<file path="src/rtl/ex_mem_pipe.sv">
// ex_mem_pipe: EX -> MEM pipeline boundary built as a 2-entry skid buffer.
//
// Holds the EX result, destination register address and write enable. Both sides use
// valid/ready handshakes. in_ready_o is derived from registered state only, so a MEM-side
// stall never reaches EX combinationally. A combinational forwarding lookup lets EX bypass
// results that are still held here.
//
// Ports:
//   clk            clock, all state updates on the rising edge
//   rst            synchronous active-low reset
//   flush_i        discard all held entries (overrides push/pop)
//   in_valid_i     EX presents an entry
//   in_ready_o     boundary can accept an entry this cycle
//   result_i       EX result
//   writeAddr_i    destination register
//   writeEnable_i  register write request
//   out_valid_o    oldest entry valid
//   out_ready_i    MEM consumes the oldest entry this cycle
//   result_o       oldest entry result
//   writeAddr_o    oldest entry destination
//   writeEnable_o  oldest entry write enable, gated by out_valid_o
//   fwdQueryAddr_i register address EX wants bypassed
//   fwdHit_o       a held entry will write fwdQueryAddr_i
//   fwdData_o      result of the youngest matching entry, else 0
//   count_o        occupancy, 0..2
module ex_mem_pipe #(
    parameter int unsigned DATA_WIDTH = 32,
    parameter int unsigned ADDR_WIDTH = 5
) (
    input  logic                  clk,
    input  logic                  rst,
    input  logic                  flush_i,
    input  logic                  in_valid_i,
    output logic                  in_ready_o,
    input  logic [DATA_WIDTH-1:0] result_i,
    input  logic [ADDR_WIDTH-1:0] writeAddr_i,
    input  logic                  writeEnable_i,
    output logic                  out_valid_o,
    input  logic                  out_ready_i,
    output logic [DATA_WIDTH-1:0] result_o,
    output logic [ADDR_WIDTH-1:0] writeAddr_o,
    output logic                  writeEnable_o,
    input  logic [ADDR_WIDTH-1:0] fwdQueryAddr_i,
    output logic                  fwdHit_o,
    output logic [DATA_WIDTH-1:0] fwdData_o,
    output logic [1:0]            count_o
);

    typedef enum logic [1:0] {
        StEmpty,
        StOne,
        StFull
    } state_e;

    state_e                state_q;
    logic [DATA_WIDTH-1:0] main_result_q, skid_result_q;
    logic [ADDR_WIDTH-1:0] main_addr_q, skid_addr_q;
    logic                  main_we_q, skid_we_q;

    logic main_valid, skid_valid;
    logic push, pop;
    logic main_match, skid_match;

    // Slot valid bits follow directly from the occupancy state.
    always_comb begin
        main_valid = (state_q == StOne) || (state_q == StFull);
        skid_valid = (state_q == StFull);
    end

    always_comb begin
        in_ready_o    = rst & (state_q != StFull);
        out_valid_o   = main_valid;
        result_o      = main_result_q;
        writeAddr_o   = main_addr_q;
        writeEnable_o = main_we_q & main_valid;
        push          = in_valid_i & in_ready_o;
        pop           = out_valid_o & out_ready_i;
    end

    always_comb begin
        count_o = 2'd0;
        case (state_q)
            StOne:   count_o = 2'd1;
            StFull:  count_o = 2'd2;
            default: count_o = 2'd0;
        endcase
    end

    // Forwarding: skid holds the younger entry, so it wins over main. Address 0 never hits.
    always_comb begin
        skid_match = skid_valid & skid_we_q & (skid_addr_q == fwdQueryAddr_i) &
                     (fwdQueryAddr_i != '0);
        main_match = main_valid & main_we_q & (main_addr_q == fwdQueryAddr_i) &
                     (fwdQueryAddr_i != '0);
        fwdHit_o   = skid_match | main_match;
        fwdData_o  = '0;
        if (skid_match) begin
            fwdData_o = skid_result_q;
        end else if (main_match) begin
            fwdData_o = main_result_q;
        end
    end

    always_ff @(posedge clk) begin
        if (!rst || flush_i) begin
            state_q       <= StEmpty;
            main_result_q <= '0;
            main_addr_q   <= '0;
            main_we_q     <= 1'b0;
            skid_result_q <= '0;
            skid_addr_q   <= '0;
            skid_we_q     <= 1'b0;
        end else begin
            case (state_q)
                StEmpty: begin
                    if (push) begin
                        state_q       <= StOne;
                        main_result_q <= result_i;
                        main_addr_q   <= writeAddr_i;
                        main_we_q     <= writeEnable_i;
                    end
                end
                StOne: begin
                    if (push && pop) begin
                        main_result_q <= result_i;
                        main_addr_q   <= writeAddr_i;
                        main_we_q     <= writeEnable_i;
                    end else if (push) begin
                        // MEM stalled: park the new entry so main stays stable.
                        state_q       <= StFull;
                        skid_result_q <= result_i;
                        skid_addr_q   <= writeAddr_i;
                        skid_we_q     <= writeEnable_i;
                    end else if (pop) begin
                        state_q       <= StEmpty;
                        main_result_q <= '0;
                        main_addr_q   <= '0;
                        main_we_q     <= 1'b0;
                    end
                end
                StFull: begin
                    if (pop) begin
                        state_q       <= StOne;
                        main_result_q <= skid_result_q;
                        main_addr_q   <= skid_addr_q;
                        main_we_q     <= skid_we_q;
                        skid_result_q <= '0;
                        skid_addr_q   <= '0;
                        skid_we_q     <= 1'b0;
                    end
                end
                default: begin
                    state_q <= StEmpty;
                end
            endcase
        end
    end

endmodule

</file>
<file path="config.mk">
export PLATFORM = sky130hd
export DESIGN_NAME = ex_mem_pipe
export DESIGN_NICKNAME = d
export VERILOG_FILES = /design/src/rtl/ex_mem_pipe.sv
export SDC_FILE = /design/constraint.sdc
export NUM_CORES = 1
export LEC_CHECK = 0
export ABC_AREA = 0
export CAP_MARGIN = 20
export CORE_ASPECT_RATIO = 1.4
export CORE_MARGIN = 4
export CORE_UTILIZATION = 40
export DETAILED_ROUTE_END_ITERATION = 8
export PLACE_DENSITY = 0.74
export SLEW_MARGIN = 25
export SYNTH_ARGS = -nofsm -noshare
export SYNTH_HDL_FRONTEND = slang
export SYNTH_SLANG_ARGS = --single-unit
</file>
<file path="constraint.sdc">
create_clock -name clk -period 2.76 [get_ports clk]
set_clock_uncertainty 0.05 [all_clocks]
set_input_delay 0.552 -clock clk [delete_from_list [all_inputs] [get_ports clk]]
set_output_delay 0.552 -clock clk [all_outputs]
set_load 0.005 [all_outputs]
</file>
==> PnR_summary.wiki, run 1 <==
{| class="wikitable"
! Metric !! Value
|-
| Synth unique cells || 36
|-
| Remaining DRCs || 0
|-
| Mapped Nets || 444
|-
| Capturing element type of the critical path || primary output
|-
| Pre-antenna DRT Iters || 5
|-
| Routability congestion estimate || 0.876
|-
| Number of failing hold endpoints at the final stage || 0
|-
| Synth top area cells || sky130_fd_sc_hd__dfxtp_1 41%, sky130_fd_sc_hd__a221oi_1 8.8%, sky130_fd_sc_hd__a22o_1 8.8%
|-
| Post-route core utilization || 0.623
|-
| Slew of the pin with the lowest slew margin || 0.680 ns
|-
| Fraction of synthesized cell area taken by the top area cell type || 0.414
|-
| Endpoint arrival time on the critical path || 2.07 ns
|-
| CTS tree || built
|-
| Average footprint of a synthesized cell || 9.65 um2
|-
| Total clock sinks || 78
|-
| Syn. warnings || 0
|-
| Cell at the root of the clock tree || sky130_fd_sc_hd__clkbuf_16
|-
| Overall fraction of global-route tracks in use || 0.233
|-
| Sum of routed wire length over all layers || 13.1 mm
|-
| Outcome || finished, final reports clean
|-
| Number of antenna diodes || 0
|-
| Fill cells || 760
|-
| Via count of the first global-routing pass || 4067
|-
| Leftover overflow at the end of global routing || 0
|-
| Met2 track demand over resource in global routing || 0.423
|-
| Later-pin clock latency in the skew report || 0.34 ns
|-
| Cell-by-cell trace of the critical path || clkdlybuf4s15_2, xor2_1, nor4_1, nand4_1, buf_6, buf_12, o31ai_4, buf_2
|-
| Synth area leader || sky130_fd_sc_hd__dfxtp_1
|-
| Inserted Clock Buffers || 9
|-
| Final sum of negative setup slack || 0 ns
|-
| Net count of the finished layout || 565
|-
| Gate count of the mapped netlist || 391
|-
| Post-Place Cells || 601
|-
| Area growth from synthesis to layout || 50.6%
|-
| Largest fanout on the critical path || 17
|-
| Post-place setup slack || -0.660 ns
|-
| Total I/O pin count || 123
|-
| GR Layer Usage met1 || 0.259
|-
| Path type of the worst setup path || in2out
|-
| Detailed-route via count || 3940
|-
| Number of max-slew violations in the final report || 0
|-
| Relative slew slack || 0.546
|-
| Via-per-instance ratio || 6.31
|-
| Highest cell delay on the worst timing path || 0.30 ns
|-
| Maximum count of clock buffers along a single path || 2
|-
| Leakage power of the design || 2.10 nW
|-
| Synthesized area || 3770 um2
|-
| Number of antenna violations at the first check in global routing || 0
|-
| Horizontal die dimension || 90.1 um
|-
| First-pass GRT wire length || 20.5 mm
|-
| Required @ worst endpoint || 2.16 ns
|-
| Maximum number of pins on one net before global-route repair || 36
|-
| Site Rows || 41
|-
| CTS clock-pin slew for the worst setup and hold paths || 0.06 ns
|-
| Worst Setup Slack, final || 0.0867 ns
|-
| Share of cells above drive strength 1 || 0.261
|-
| Global-route track usage on met3 || 0.0426
|-
| CTS H-tree lvls || 3
|-
| Post-layout minimum cycle time || 2.67 ns
|-
| Number of buffers added on ports || 122
|-
| Die height || 123 um
|-
| Total of endpoints with negative setup slack in the final report || 0
|-
| Setup repair after global routing missed its margin || no
|-
| Placeable Area || 9130 um2
|-
| Pwr dens || 521 nW/um2
|-
| Iteration-0 DRC Markers || 367
|-
| Post-CTS Hold Buffers || 0
|-
| Average wire per standard cell || 21.0 um
|-
| #FFs+latches synth || 78
|-
| Part of the Yosys area used for sequential elements || 0.414
|-
| Antenna violation net count after detailed routing || 0
|-
| Critical path's slowest cell || sky130_fd_sc_hd__nor4_1
|-
| Worst Hold Class || reg2reg
|-
| Overall power consumption || 2.96 mW
|-
| Starting utilization of the core area || 0.413
|-
| DPL Wire Length || 8.38 mm
|-
| Worst setup SP type || input pin
|-
| Most Crowded Layer GR || met2
|-
| Period Utilization, post-route || 0.969
|-
| Achievable frequency || 374 MHz
|-
| Area of the die || 11100 um2
|-
| Worst IR Drop VDD || 0.342 mV
|-
| Max Cap Viol || 0
|-
| Finished Layout Cells || 624
|}
[per-layer routing]
layer  vias up  routed length, um
li1       1769                  -
met1      1929               4950
met2       210               6990
met3        32                757
met4         0                372
met5         -                  0
[cells in the final DEF (no fill, tap or decap), types with 3 or more instances in the layout]
master / instances
sky130_fd_sc_hd__a211oi_1: 22
sky130_fd_sc_hd__a211oi_2: 10
sky130_fd_sc_hd__a221oi_1: 38
sky130_fd_sc_hd__a22o_1: 38
sky130_fd_sc_hd__buf_12: 6
sky130_fd_sc_hd__buf_2: 20
sky130_fd_sc_hd__buf_4: 23
sky130_fd_sc_hd__bufinv_16: 3
sky130_fd_sc_hd__clkbuf_16: 9
sky130_fd_sc_hd__clkbuf_2: 13
sky130_fd_sc_hd__clkdlybuf4s15_2: 3
sky130_fd_sc_hd__clkdlybuf4s50_1: 84
sky130_fd_sc_hd__dfxtp_1: 78
sky130_fd_sc_hd__ha_1: 4
sky130_fd_sc_hd__inv_1: 36
sky130_fd_sc_hd__nand4_1: 33
sky130_fd_sc_hd__nor2_1: 8
sky130_fd_sc_hd__nor2b_1: 3
sky130_fd_sc_hd__o21ai_0: 6
sky130_fd_sc_hd__o31ai_1: 12
sky130_fd_sc_hd__o31ai_2: 18
sky130_fd_sc_hd__o31ai_4: 4
sky130_fd_sc_hd__xor2_1: 4
sky130_fd_sc_hd__xor2_2: 4
[stage by stage]
stage / hold slack (ns) / instance area [um2]
2_1_floorplan: 0.406 / 3770
3_3_place_gp: 0.420 / 5150
3_5_place_dp: 0.423 / 5150
4_1_cts: 0.436 / 5740
5_1_grt: 0.466 / 5690
6_report: 0.435 / 5690
[cells in the mapped netlist]
library cell,number
sky130_fd_sc_hd__clkbuf_1,21
sky130_fd_sc_hd__o21ba_2,1
sky130_fd_sc_hd__nand2b_1,3
sky130_fd_sc_hd__a211oi_1,22
sky130_fd_sc_hd__mux2_2,1
sky130_fd_sc_hd__buf_4,2
sky130_fd_sc_hd__clkbuf_2,2
sky130_fd_sc_hd__nand2_1,1
sky130_fd_sc_hd__ha_1,5
sky130_fd_sc_hd__buf_6,5
sky130_fd_sc_hd__a311oi_1,1
sky130_fd_sc_hd__o21ai_0,6
sky130_fd_sc_hd__a221oi_1,38
sky130_fd_sc_hd__nor4_1,1
sky130_fd_sc_hd__a31o_2,1
sky130_fd_sc_hd__nand3b_4,1
sky130_fd_sc_hd__o21ai_1,1
sky130_fd_sc_hd__a21oi_1,2
sky130_fd_sc_hd__nand4_1,33
sky130_fd_sc_hd__xnor2_1,2
sky130_fd_sc_hd__a32oi_1,1
sky130_fd_sc_hd__xor2_1,8
sky130_fd_sc_hd__nor4_4,1
sky130_fd_sc_hd__nor2b_1,3
sky130_fd_sc_hd__dfxtp_1,78
sky130_fd_sc_hd__inv_1,37
sky130_fd_sc_hd__and3_1,2
sky130_fd_sc_hd__a22o_1,38
sky130_fd_sc_hd__and2_1,3
sky130_fd_sc_hd__buf_2,15
sky130_fd_sc_hd__a211oi_2,10
sky130_fd_sc_hd__nand4b_1,1
sky130_fd_sc_hd__a221o_1,1
sky130_fd_sc_hd__o31ai_1,34
sky130_fd_sc_hd__nor2_1,8
sky130_fd_sc_hd__nor3_1,2
[timing repair]
action                     4_1_cts  5_1_grt
hold endpoints to repair         0        0
pin swaps                        5       10
buffers inserted                 5        1
setup endpoints to repair       33       32
gates cloned                     2        0
resized for setup              148       35
[registers in the layout (all words and copies together), names as in the netlist]
name and count:
writeAddr_o 5, state_q 2, skid_addr_q 5, main_we_q 1, skid_result_q 32, skid_we_q 1
result_o 32
[logic make-up after synthesis]
| family | synth area share |
|---|---|
| buffers and inverters | 0.0991 |
| adders and majority gates | 0.0166 |
| muxes | 0.00298 |
| DFF | 0.414 |
| AOI/OAI and AO/OA | 0.345 |
| and+or+nand+nor | 0.0994 |
| xor gates and xnor gates | 0.0232 |
[final timing paths]
path	from	endpoint	slack (ns)	depth (start not counted)
worst min register to register	result_o[5]	result_o[5]	0.44	2
worst max register to register	state_q[1]	result_o[28]	0.49	8
worst max-delay path	fwdQueryAddr_i[0]	fwdData_o[30]	0.09	8
worst min-delay path	result_o[5]	result_o[5]	0.44	2
[final cells by class]
| type | count | area [um2] | share of cell area |
|---|---|---|---|
| Clock buffer | 10 | 239 | 0.0420 |
| Timing Repair Buffer | 155 | 1430 | 0.252 |
| Inverter | 37 | 139 | 0.0244 |
| Sequential cell | 78 | 1560 | 0.275 |
| Tap cell | 107 | 134 | 0.0235 |
| Multi-Input combinational cell | 231 | 2070 | 0.364 |
| Clock inverter | 6 | 109 | 0.0191 |
[power by group]
part | switching (mW) | internal (mW)
logic | 0.200 | 0.197
clock network | 0.474 | 0.907
registers | 0.0226 | 1.16
[worst max-delay path: cells and delay by family]
family,cells,cell delay (ns)
compound gates,1,0.22
buf+inv,4,0.69
simple gates,2,0.44
xor+xnor,1,0.15
Note: power is estimated with default switching activity, not from simulation.
==> run 2, diff against run 1 <==
--- a/config.mk
+++ b/config.mk
@@ -7,7 +7,6 @@
 export LEC_CHECK = 0
 export ABC_AREA = 0
 export CAP_MARGIN = 20
-export CORE_ASPECT_RATIO = 1.4
 export CORE_MARGIN = 4
 export CORE_UTILIZATION = 40
 export DETAILED_ROUTE_END_ITERATION = 8
==> run 2 against run 1 <==
Against the previous run:
- flip-flop and latch count unchanged
- worst setup slack gained 0.00085 ns
- combinational power is 1% higher
- wire length is 3.5% lower
- hold slack better by 0.0067 ns
- power decreased by 18%
- global-route usage fell by 1.0 points
- sequential power is essentially flat
- die area down 0.20%
- register-to-register slack lost 0.23 ns
- utilization decreased by 0.88 points
- sequential share of layout area increased by 0.22 points
==> PnR_summary.wiki, run 2 (synthesized netlist as in run 1, its figures left out) <==
{| class="wikitable"
! Metric !! Value
|-
| Path type of the worst setup path || in2out
|-
| Pwr dens || 431 nW/um2
|-
| Critical path's slowest cell || sky130_fd_sc_hd__dlygate4sd2_1
|-
| Leakage power of the design || 2.06 nW
|-
| Achievable frequency || 374 MHz
|-
| Total clock sinks || 78
|-
| Slew of the pin with the lowest slew margin || 1.08 ns
|-
| Share of cells above drive strength 1 || 0.268
|-
| Number of buffers added on ports || 122
|-
| Antenna violation net count after detailed routing || 0
|-
| Largest fanout on the critical path || 7
|-
| CTS tree || built
|-
| Average wire per standard cell || 20.0 um
|-
| Total I/O pin count || 123
|-
| Remaining DRCs || 0
|-
| Number of failing hold endpoints at the final stage || 0
|-
| Routability congestion estimate || 0.829
|-
| Sum of routed wire length over all layers || 12.6 mm
|-
| Leftover overflow at the end of global routing || 0
|-
| Post-Place Cells || 606
|-
| Via count of the first global-routing pass || 3855
|-
| Most frequent cells in the layout || 84 x sky130_fd_sc_hd__clkdlybuf4s50_1, 77 x sky130_fd_sc_hd__dfxtp_1, 38 x sky130_fd_sc_hd__a221oi_1, 38 x sky130_fd_sc_hd__a22o_1, 37 x sky130_fd_sc_hd__inv_1
|-
| Relative slew slack || 0.283
|-
| Worst hold stages || 2
|-
| Period Utilization, post-route || 0.968
|-
| Maximum number of pins on one net before global-route repair || 40
|-
| Inserted Clock Buffers || 9
|-
| Finished Layout Cells || 630
|-
| Iteration-0 DRC Markers || 277
|-
| Post-CTS Hold Buffers || 0
|-
| Cell-by-cell trace of the critical path || dlygate4sd2_1, xor2_1, nor4_4, and3_4, buf_6, buf_12, o31ai_4, buf_2
|-
| Highest cell delay on the worst timing path || 0.28 ns
|-
| Number of antenna violations at the first check in global routing || 0
|-
| Outcome || finished, final reports clean
|-
| Area growth from synthesis to layout || 49.6%
|-
| Cell at the root of the clock tree || sky130_fd_sc_hd__clkbuf_8
|-
| Area of the die || 11100 um2
|-
| Endpoint arrival time on the critical path || 2.07 ns
|-
| Placeable Area || 9200 um2
|-
| Setup repair after global routing missed its margin || no
|-
| Number of antenna diodes || 0
|-
| Number of max-slew violations in the final report || 0
|-
| Count of cells along the worst register-to-register path || 7
|-
| Worst Hold Class || reg2reg
|-
| Post-layout minimum cycle time || 2.67 ns
|-
| Overall fraction of global-route tracks in use || 0.223
|-
| CTS clock-pin slew for the worst setup and hold paths || 0.08 ns
|-
| Net count of the finished layout || 567
|-
| Site Rows || 35
|-
| Via-per-instance ratio || 6.12
|-
| First-pass GRT wire length || 20.1 mm
|-
| DPL Wire Length || 8.09 mm
|-
| Max Cap Viol || 0
|-
| Worst IR Drop VDD || 0.275 mV
|-
| Most common library cell in the layout ignoring fill and taps || sky130_fd_sc_hd__clkdlybuf4s50_1
|-
| Maximum count of clock buffers along a single path || 2
|-
| Worst setup SP type || input pin
|-
| Die height || 105 um
|-
| Pre-antenna DRT Iters || 5
|-
| CTS H-tree lvls || 3
|-
| Total of endpoints with negative setup slack in the final report || 0
|-
| Detailed-route via count || 3858
|-
| Horizontal die dimension || 105 um
|-
| Capturing element type of the critical path || primary output
|-
| Starting utilization of the core area || 0.410
|-
| Required @ worst endpoint || 2.16 ns
|-
| Later-pin clock latency in the skew report || 0.34 ns
|-
| Overall power consumption || 2.43 mW
|}
-- run 2: cell count changes in the layout (fill, tap and decap cells not counted), sizes merged --
cell | previous run | this run
buf | 53 | 64
inv | 37 | 38
bufinv | 3 | 1
clkdlybuf4s15 | 3 | 1
clkbuf | 23 | 16
dlygate4sd2 | 2 | 3
clkinvlp | 0 | 2
clkinv | 3 | 1
-- run 2: path summary, 6_finish.rpt --
check	start	endpoint	slack [ns]
min reg2reg	result_o[9]	result_o[9]	0.44
max reg2reg	state_q[0]	result_o[14]	0.26
max	fwdQueryAddr_i[2]	fwdData_o[29]	0.09
min	result_o[9]	result_o[9]	0.44
-- run 2: through the flow --
| stage | TNS [ns] | setup slack [ns] | utilization | instance area [um2] | hold WS [ns] |
|---|---|---|---|---|---|
| after floorplan | 0 | 0.503 | - | 3770 | 0.406 |
| after global placement | -16.29 | -0.574 | 0.562 | 5170 | 0.420 |
| after detailed placement | -17.30 | -0.584 | 0.562 | 5170 | 0.423 |
| after CTS | -0.417 | -0.0769 | 0.598 | 5500 | 0.441 |
| after global routing | 0 | 0.0171 | 0.614 | 5650 | 0.474 |
| final | 0 | 0.0876 | 0.614 | 5650 | 0.442 |
-- run 2: what timing repair did --
item,4_1_cts,5_1_grt
gates cloned,2,2
buffers inserted,5,0
pin swaps,4,8
resized for setup,172,36
endpoints found under the setup margin,33,33
-- run 2: cell type report --
type	instances	area [um2]
Clock buffer	11	131
Clock inverter	5	58.8
Fill cell	763	3550
Inverter	37	139
Multi-Input combinational cell	231	2150
Sequential cell	78	1560
Tap cell	111	139
Timing Repair Buffer	157	1460
-- run 2: critical path, delay by kind of cell --
kind | cells | cell delay (ns)
AOI/OAI and AO/OA | 1 | 0.23
xor gates and xnor gates | 1 | 0.28
buffers and inverters | 4 | 0.73
and+or+nand+nor | 2 | 0.28
-- run 2: report_power, final --
part           leakage (nW)  internal [mW]  switching (mW)
combinational          1.34          0.201           0.200
clock                0.0899          0.421           0.432
sequential            0.632           1.16          0.0210
total                  2.06           1.78           0.654
-- run 2: routing by layer --
metal  track usage  share of wire  vias up
met5             0              0        -
met4        0.0609          0.012        0
met3        0.0550          0.066       14
met2         0.359           0.48      182
met1         0.297           0.44     1886
li1              -              -     1776
==> run 3, diff against run 2 <==
--- a/config.mk
+++ b/config.mk
@@ -8,9 +8,9 @@
 export ABC_AREA = 0
 export CAP_MARGIN = 20
 export CORE_MARGIN = 4
-export CORE_UTILIZATION = 40
+export CORE_UTILIZATION = 46
 export DETAILED_ROUTE_END_ITERATION = 8
-export PLACE_DENSITY = 0.74
+export PLACE_DENSITY = 0.83
 export SLEW_MARGIN = 25
 export SYNTH_ARGS = -nofsm -noshare
 export SYNTH_HDL_FRONTEND = slang
==> run 3 against run 2 <==
Against the previous run:
- final cell count is 1.6% lower
- non-clock buffer count is 1 lower
- hold slack hardly changed
- utilization is 9.8 points higher
- clock power is 22% higher
- largest cell class unchanged
- design area is 1.1% lower
- power is 7.7% higher
- register-to-register slack better by 0.24 ns
- die area is 12% lower
- count of clock-buffer cells in the layout stayed put
==> PnR_summary.wiki, run 3 (synthesized netlist as in run 1, its figures left out) <==
{| class="wikitable"
! Metric !! Value
|-
| Achievable frequency || 376 MHz
|-
| Share of cells above drive strength 1 || 0.261
|-
| Average wire per standard cell || 20.7 um
|-
| Detailed-route via count || 3986
|-
| Most common library cell in the layout ignoring fill and taps || sky130_fd_sc_hd__clkdlybuf4s50_1
|-
| Net count of the finished layout || 566
|-
| Number of max-slew violations in the final report || 0
|-
| Inserted Clock Buffers || 9
|-
| CTS clock-pin slew for the worst setup and hold paths || 0.08 ns
|-
| Number of buffers added on ports || 122
|-
| Cell at the root of the clock tree || sky130_fd_sc_hd__clkbuf_8
|-
| Placeable Area || 7850 um2
|-
| Antenna violation net count after detailed routing || 0
|-
| Post-Place Cells || 598
|-
| Pwr dens || 469 nW/um2
|-
| Area of the die || 9720 um2
|-
| Required @ worst endpoint || 2.16 ns
|-
| Total area of sequential cells || 1560 um2
|-
| Largest fanout on the critical path || 8
|-
| Via-per-instance ratio || 6.43
|-
| Total of endpoints with negative setup slack in the final report || 0
|-
| Later-pin clock latency in the skew report || 0.36 ns
|-
| Die height || 98.6 um
|-
| Path type of the worst setup path || reg2out
|-
| Sum of routed wire length over all layers || 12.8 mm
|-
| Routability congestion estimate || 0.848
|-
| Fill cells || 585
|-
| Post-CTS Hold Buffers || 0
|-
| Period Utilization, post-route || 0.964
|-
| Finished Layout Cells || 620
|-
| CTS H-tree lvls || 3
|-
| Combinational cell fraction of total power || 0.152
|-
| Endpoint arrival time on the critical path || 2.06 ns
|-
| Via count of the first global-routing pass || 3916
|-
| Leakage power of the design || 2.07 nW
|-
| Maximum count of clock buffers along a single path || 2
|-
| Net Sw Frac || 0.253
|-
| Worst IR Drop VDD || 0.284 mV
|-
| Area of combinational cells with multiple inputs || 2110 um2
|-
| Post-route cell area || 5580 um2
|-
| Sequential group share of total power || 0.450
|-
| Leftover overflow at the end of global routing || 0
|-
| Number of antenna violations at the first check in global routing || 0
|-
| Iteration-0 DRC Markers || 333
|-
| Site Rows || 32
|-
| Remaining DRCs || 0
|-
| Worst Hold Class || reg2reg
|-
| Placed inst area || 5140 um2
|-
| Slew of the pin with the lowest slew margin || 0.773 ns
|-
| Worst hold slack || 0.442 ns
|-
| Area growth from synthesis to layout || 47.9%
|-
| DPL Wire Length || 8.06 mm
|-
| Relative slew slack || 0.485
|-
| Worst setup SP type || register
|-
| Clock group share of total power || 0.398
|-
| Horizontal die dimension || 98.6 um
|-
| Overall fraction of global-route tracks in use || 0.254
|-
| CTS tree || built
|-
| Most frequent cells in the layout || 84 x sky130_fd_sc_hd__clkdlybuf4s50_1, 77 x sky130_fd_sc_hd__dfxtp_1, 38 x sky130_fd_sc_hd__a221oi_1, 38 x sky130_fd_sc_hd__a22o_1, 36 x sky130_fd_sc_hd__inv_1
|-
| Post-layout minimum cycle time || 2.66 ns
|-
| Overall power consumption || 2.62 mW
|-
| Number of antenna diodes || 0
|-
| Int Pwr || 1.96 mW
|-
| Capturing element type of the critical path || primary output
|-
| Starting utilization of the core area || 0.481
|-
| Power spent charging and discharging nets || 662 uW
|-
| First-pass GRT wire length || 20.3 mm
|-
| Max Cap Viol || 0
|-
| Total clock sinks || 78
|-
| Outcome || finished, final reports clean
|-
| Number of failing hold endpoints at the final stage || 0
|-
| Pre-antenna DRT Iters || 5
|-
| Maximum number of pins on one net before global-route repair || 40
|-
| Total I/O pin count || 123
|}
-- run 3: per-layer routing --
metal	global-route usage	vias up	routed length, um	part of all wire
met1	0.331	1929	5290	0.41
met3	0.0432	21	1050	0.082
met5	0	-	0	0
li1	-	1782	-	-
met4	0.0767	0	163	0.013
met2	0.431	254	6330	0.49
-- run 3: layout make-up --
cell class              count  share of cell area
clock buffers              11              0.0235
inverters                  37              0.0249
multi-input cells         231               0.378
clock inverters             5              0.0190
well taps                 102              0.0229
repair buffers            156               0.251
flip-flops and latches     78               0.280
-- run 3: repair_timing --
| item | in CTS | in global routing |
|---|---|---|
| gates cloned | 2 | 1 |
| setup buffers | 3 | 0 |
| setup endpoints to repair | 33 | 33 |
| pin swaps | 5 | 5 |
| resized for setup | 149 | 48 |
-- run 3: path summary, 6_finish.rpt --
check                                  start  cells after the start           endpoint  slack [ns]
worst min register to register  result_o[13]                      2       result_o[13]        0.44
worst min-delay path            result_o[13]                      2       result_o[13]        0.44
worst max-delay path              state_q[0]                      8      fwdData_o[12]         0.1
worst max register to register    state_q[1]                      8  skid_result_q[17]        0.50
-- run 3: metrics by stage --
step / setup WS [ns] / util / setup TNS [ns]
6_report: 0.0983 / 0.712 / 0
5_1_grt: -0.00554 / 0.712 / -0.00554
4_1_cts: -0.0445 / 0.711 / -0.146
3_5_place_dp: -0.735 / 0.655 / -20.42
3_3_place_gp: -0.666 / 0.655 / -20.08
2_1_floorplan: 0.503 / - / 0
-- run 3: worst max-delay path: stages, from the launching register on --
cell and delay [ns]:
sky130_fd_sc_hd__dfxtp_2 0.36, sky130_fd_sc_hd__inv_2 0.06, sky130_fd_sc_hd__ha_1 0.30, sky130_fd_sc_hd__and2_1 0.17
sky130_fd_sc_hd__nand4_1 0.12, sky130_fd_sc_hd__buf_6 0.19, sky130_fd_sc_hd__buf_16 0.16, sky130_fd_sc_hd__o31ai_2 0.20
sky130_fd_sc_hd__clkbuf_2 0.16
-- run 3: power groups by stage --
stage	sequential [mW]	combinational [mW]	clock [mW]
final	1.18	0.398	1.04
after global routing	1.18	0.424	1.09
after CTS	1.18	0.389	1.04
after detailed placement	1.20	0.382	0
after global placement	1.20	0.375	0
after floorplan	1.20	0.182	0
